[config.mk]
export PLATFORM = sky130hd
export DESIGN_NAME = branch_predictor
export DESIGN_NICKNAME = d
export VERILOG_FILES = /design/src/rtl/branch_predictor.sv
export SDC_FILE = /design/constraint.sdc
export NUM_CORES = 2
export LEC_CHECK = 0
export CAP_MARGIN = 40
export CELL_PAD_IN_SITES_DETAIL_PLACEMENT = 1
export CELL_PAD_IN_SITES_GLOBAL_PLACEMENT = 1
export CORE_MARGIN = 5
export CORE_UTILIZATION = 45
export DETAILED_ROUTE_END_ITERATION = 7
export PLACE_DENSITY = 0.75
export SYNTH_ARGS = -nofsm -noshare
export SYNTH_HDL_FRONTEND = slang
export SYNTH_SLANG_ARGS = --single-unit
[constraint.sdc]
create_clock -name clk -period 4.96 [get_ports clk]
set_input_delay 0.496 -clock clk [delete_from_list [all_inputs] [get_ports clk]]
set_output_delay 0.496 -clock clk [all_outputs]
set_load 0.005 [all_outputs]
[src/rtl/branch_predictor.sv]
// Dynamic branch predictor: 2-bit counter table plus tagged BTB on the fetch side,
// RV32I branch resolution, misprediction redirect and one-clock-later training on execute.
module branch_predictor #(
    parameter int unsigned INDEX_BITS = 6,
    parameter int unsigned GHR_BITS   = 0,
    parameter int unsigned TAG_BITS   = 8
) (
    input  logic                  clk,
    input  logic                  rst_n,
    input  logic [31:0]           f_pc,
    output logic                  f_pred_taken,
    output logic [31:0]           f_pred_target,
    output logic [INDEX_BITS-1:0] f_idx,
    input  logic                  ex_valid,
    input  logic                  ex_branch,
    input  logic [2:0]            ex_funct3,
    input  logic                  ex_zero,
    input  logic                  ex_sign,
    input  logic                  ex_overflow,
    input  logic                  ex_carry,
    input  logic [31:0]           ex_pc,
    input  logic [31:0]           ex_target,
    input  logic [INDEX_BITS-1:0] ex_idx,
    input  logic                  ex_pred_taken,
    input  logic [31:0]           ex_pred_target,
    output logic                  ex_taken,
    output logic                  mispredict,
    output logic [31:0]           redirect_pc,
    output logic                  illegal_branch,
    output logic [31:0]           branch_count,
    output logic [31:0]           mispredict_count
);

    localparam int unsigned Entries = 1 << INDEX_BITS;
    // Keep at least one history bit so the bimodal build still has a legal vector.
    localparam int unsigned GhrW    = (GHR_BITS > 0) ? GHR_BITS : 1;
    localparam bit          UseGhr  = (GHR_BITS > 0);

    logic [1:0]            cnt_q       [Entries];
    logic [Entries-1:0]    btb_valid_q;
    logic [TAG_BITS-1:0]   btb_tag_q   [Entries];
    logic [31:0]           btb_tgt_q   [Entries];
    logic [GhrW-1:0]       ghr_q, ghr_d;
    logic [31:0]           branch_cnt_q, branch_cnt_d;
    logic [31:0]           mispred_cnt_q, mispred_cnt_d;

    logic [INDEX_BITS-1:0] ghr_ext;
    logic [TAG_BITS-1:0]   f_tag;
    logic                  btb_hit;
    logic                  act, legal, cond, train;
    logic [1:0]            cnt_cur, cnt_new;

    // Fetch-side lookup; reset forces empty-table behaviour before the first edge.
    always_comb begin
        ghr_ext       = (UseGhr && rst_n) ? INDEX_BITS'(ghr_q) : '0;
        f_idx         = f_pc[INDEX_BITS+1:2] ^ ghr_ext;
        f_tag         = f_pc[INDEX_BITS+2 +: TAG_BITS];
        btb_hit       = btb_valid_q[f_idx] && (btb_tag_q[f_idx] == f_tag);
        f_pred_taken  = rst_n & cnt_q[f_idx][1] & btb_hit;
        f_pred_target = f_pred_taken ? btb_tgt_q[f_idx] : f_pc + 32'd4;
    end

    // Execute-side resolution and training next-state.
    always_comb begin
        act   = ex_valid & ex_branch;
        cond  = 1'b0;
        legal = 1'b1;
        case (ex_funct3)
            3'b000:  cond = ex_zero;
            3'b001:  cond = ~ex_zero;
            3'b100:  cond = ex_sign ^ ex_overflow;
            3'b101:  cond = ~(ex_sign ^ ex_overflow);
            3'b110:  cond = ex_carry;
            3'b111:  cond = ~ex_carry;
            default: legal = 1'b0;
        endcase
        ex_taken       = act & legal & cond;
        illegal_branch = act & ~legal;
        mispredict     = act & ((ex_taken != ex_pred_taken) |
                                (ex_taken & (ex_pred_target != ex_target)));
        redirect_pc    = ex_taken ? ex_target : ex_pc + 32'd4;
        train          = act & legal;

        cnt_cur = cnt_q[ex_idx];
        cnt_new = cnt_cur;
        if (ex_taken && cnt_cur != 2'b11) begin
            cnt_new = cnt_cur + 2'b01;
        end else if (!ex_taken && cnt_cur != 2'b00) begin
            cnt_new = cnt_cur - 2'b01;
        end

        ghr_d = UseGhr ? ((ghr_q << 1) | GhrW'(ex_taken)) : '0;

        branch_cnt_d  = branch_cnt_q;
        mispred_cnt_d = mispred_cnt_q;
        if (act && branch_cnt_q != 32'hFFFF_FFFF) begin
            branch_cnt_d = branch_cnt_q + 32'd1;
        end
        if (mispredict && mispred_cnt_q != 32'hFFFF_FFFF) begin
            mispred_cnt_d = mispred_cnt_q + 32'd1;
        end
    end

    always_ff @(posedge clk) begin
        if (!rst_n) begin
            for (int i = 0; i < Entries; i++) begin
                cnt_q[i] <= 2'b01;
            end
            btb_valid_q   <= '0;
            ghr_q         <= '0;
            branch_cnt_q  <= '0;
            mispred_cnt_q <= '0;
        end else begin
            if (train) begin
                cnt_q[ex_idx] <= cnt_new;
                ghr_q         <= ghr_d;
                if (ex_taken) begin
                    btb_valid_q[ex_idx] <= 1'b1;
                end
            end
            branch_cnt_q  <= branch_cnt_d;
            mispred_cnt_q <= mispred_cnt_d;
        end
    end

    // BTB payload needs no reset: it is only observed behind btb_valid_q.
    always_ff @(posedge clk) begin
        if (rst_n && train && ex_taken) begin
            btb_tag_q[ex_idx] <= ex_pc[INDEX_BITS+2 +: TAG_BITS];
            btb_tgt_q[ex_idx] <= ex_target;
        end
    end

    assign branch_count     = branch_cnt_q;
    assign mispredict_count = mispred_cnt_q;

endmodule

==> flow_summary.ini <==
[die]
io-pin-count = 284
die-area_mm2 = 0.258
core_area_mm2 = 0.246
num_rows = 182
initial_utilization_pct = 45.3
die_w_um = 508
die_y_um = 508

[critical_path]
r2r-end = cnt_q[28][0]
critical_path_class = reg -> out
worst_r2r_path_depth = 10
rrSetupSlack_ns = 1.66
crit-reg2reg-launch = cnt_q[44][0]
setup.worst_path.end_class = output pin
worstPathMaxFanout = 6
critPathRequiredTime_ns = 4.46
crit_path_start_kind = flop
critical_path_arrival_ns = 4.83

[cts]
insertion_delay_ns = 0.92
cts_made_buffers = 304
tritoncts = built
clk_pin_slew_ns = 0.06
clock_path_buffers = 4
htree_levels = 5
clk_root_buffer_cell = clkbuf_16
clkSinkCount = 2816

[pwr]
internal_w = 0.0408
power.share.sequential_pct = 50.2
post_route_total_power_w = 0.0519
power_per_cell_area_mw_per_mm2 = 395
pwr-share-clk_pct = 44.0
power.switching_fraction_pct = 21.4
vdd_ir_drop_max_mv = 0.347
power_switching_w = 0.0111
comb_power_share_pct = 5.8
p_leak_nw = 42.2

[place]
post_dp_cell_area_mm2 = 0.121
dpl.hpwl_um = 208000
io_buffer_count = 283
globalplace.congestion = 0.846

[synth]
number_of_distinct_library_cells_after_synthesis = 65
synth_seq_area_share_pct = 74.6
synthesis.instances = 5315
synth_enable_flop_cells = 2688
synth_ff_type = edfxtp_1
synth.ff_latch_count = 2816
postSynthAreaPerCell_um2 = 21.0
synth_warnings = 0
syn_nets = 5467
asyncSetResetFlopFracSynth_pct = 0
post-synth-top-area-cell = edfxtp_1
synth_largest_type_area_fraction_pct = 72.3
syn-cell-area_mm2 = 0.112
top_post_synthesis_cells_by_area = edfxtp_1, mux4_2, dfxtp_1, nand2_1, a22oi_1

[sta]
final_setup_violation_count = 33
rsz0062_at_grt = yes
worstMarginPinSlew_ns = 0.933
setup_slack_ns = -0.369
fin_crit_ns = 5.33
fin_crit_sh_pct = 107
drv_slew = 0
timing_hold_violations_final = 0
achievable-frequency_ghz = 0.188
max-slew-margin-rel_pct = 37.2
clock_skew_ns = 0.0451

[global_routing]
grtUsageMet3_pct = 6.76
busiest_layer = met2
first_pass_grt_wire_length_um = 512000
grtUsageMet2_pct = 44.0
global_route.usage.met1_pct = 37.5
vias_in_the_first_global_route = 63600
gr-total-overflow = 0
grt_util_all_layers_pct = 28.4
grt_antenna_before_repair = 22
grt_start_max_net_pins = 124

[hold_path]
worstHoldPathType = in -> reg
hp-start = ex_target[28]
hold-path-endpoint = btb_tgt_q[58][28]
hold_depth = 1

[cells_and_area]
drive_above_1_share_pct = 29.1
fillers = 21800
postLayoutCoreUtil_pct = 53.4
area_of_all_placed_cells_without_fillers_mm2 = 0.131
fin_nets = 6108
flow.area_growth_from_synthesis_pct = 17.7

[detailed_routing]
number_of_detailed_routing_iterations_run_before_antenna_repair = 6
dr.first_iter.drc_count = 9633
route.detailed.drc = 0
via_density = 6.49
routed-via-count = 61500
drt-wirelength-per-cell_um = 38.8
finalWirelength_um = 368000
route.antenna.remaining_nets = 0

[run_status]
violated_checks = negative setup slack
status = finished, violations left

[flow_run]
count_of_maximum_capacitance_violations = 0
kinds of logic after synthesis:
| kind of cell | Yosys count | share of synthesized area [%] |
|---|---|---|
| DFF | 2816 | 74.6 |
| muxes | 900 | 17.2 |
| and+or+nand+nor | 798 | 3.40 |
| buffers and inverters | 327 | 1.64 |
| AOI/OAI and AO/OA | 324 | 2.02 |
| xor gates and xnor gates | 144 | 1.13 |
| adders and majority gates | 6 | 0.0672 |
metal layers:
| metal | share of wire (%) | up-vias |
|---|---|---|
| li1 | - | 23400 |
| met1 | 35 | 32300 |
| met2 | 47 | 4819 |
| met3 | 12 | 1003 |
| met4 | 6.4 | 4 |
| met5 | 0.0071 | - |
registers in the layout, indices dropped and copies added (netlist names):
register	cells
cnt_q	128
btb_tgt_q	2048
btb_tag_q	512
btb_valid_q	64
mispredict_count	32
branch_count	32
worst max path at each step:
stage / slack, ns / start / cells past startpoint / end
final: -0.37 / btb_tag_q[20][5] / 14 / f_pred_target[22]
after global routing: -0.43 / btb_tag_q[20][5] / 14 / f_pred_target[22]
after CTS: -0.48 / btb_tag_q[39][7] / 11 / f_pred_taken
after detailed placement: -0.30 / f_pc[2] / 14 / f_pred_taken
after global placement: -0.45 / f_pc[2] / 14 / f_pred_taken
after floorplan: 0.40 / ex_idx[0] / 8 / btb_tag_q[57][0]
layout by cell type (no fill, tap or decap), types with 50 or more instances in the layout:
| cell | instances |
|---|---|
| nand3_1 | 124 |
| mux2i_1 | 51 |
| edfxtp_1 | 2688 |
| clkdlybuf4s50_1 | 204 |
| xnor2_1 | 70 |
| mux4_2 | 801 |
| a21o_1 | 65 |
| a22oi_1 | 88 |
| xor2_1 | 71 |
| nor2_4 | 64 |
| clkbuf_16 | 311 |
| nand2_1 | 260 |
| clkinv_1 | 50 |
| dfxtp_1 | 128 |
| buf_4 | 227 |
| nor2_1 | 111 |
| o21ai_0 | 56 |
| buf_12 | 107 |
layout make-up:
class / instances / area, µm² / share of cell area, %
clock inverters: 148 / 1780 / 1.36
inverters: 18 / 67.6 / 0.0514
diodes: 13 / 32.5 / 0.0247
flip-flops and latches: 2816 / 83300 / 63.3
multi-input cells: 2172 / 27300 / 20.7
clock buffers: 362 / 8020 / 6.10
well taps: 3312 / 4140 / 3.15
repair buffers: 644 / 6880 / 5.23
what timing repair did:
item	4_1_cts	5_1_grt
pin swaps	1	10
hold buffers	4	0
setup endpoints to repair	33	33
resized for setup	59	87
setup buffers	11	9
cloned	2	0
endpoints found under the hold margin	8	0
worst max-delay path: stages, from the launching register on:
cell and delay, ns:
edfxtp_1 0.39, mux4_2 0.47, a221o_1 0.34, o21ai_2 0.15
a21oi_2 0.05, a221o_1 0.32, xor2_2 0.20, or3_4 0.41
nor4_4 0.53, buf_12 0.25, buf_12 0.13, buf_16 0.10
buf_8 0.10, mux2_4 0.30, buf_6 0.12
synthesized netlist by cell type, types with 24 or more instances:
library cell	instances
mux4_2	801
buf_4	28
a21oi_1	24
nand4_1	40
xor2_1	74
nand2_1	260
o21ai_0	56
xnor2_1	70
edfxtp_1	2688
buf_6	53
a21o_1	65
buf_1	29
nor2_1	175
and2_1	49
nand3_1	124
a22oi_1	89
clkbuf_1	159
and3_1	33
dfxtp_1	128
mux2i_1	51
buf_2	36
power groups by stage:
stage,clock network [W],registers (W),logic (W)
2_1_floorplan,0,0.0266,0.00154
3_3_place_gp,0,0.0266,0.00286
3_5_place_dp,0,0.0266,0.00295
4_1_cts,0.0230,0.0261,0.00297
5_1_grt,0.0242,0.0261,0.00312
6_report,0.0229,0.0261,0.00299
per-stage QoR:
stage	TNS [ns]	std cells	setup WS [ns]	hold slack [ns]
2_1_floorplan	0	5315	0.400	0.418
3_3_place_gp	-3.68	8923	-0.453	0.427
3_5_place_dp	-2.09	8937	-0.300	0.436
4_1_cts	-8.95	9464	-0.484	0.0191
5_1_grt	-11.87	9478	-0.431	0.0199
6_report	-9.68	9485	-0.369	0.0693
Note: power is estimated with default switching activity, not from simulation.
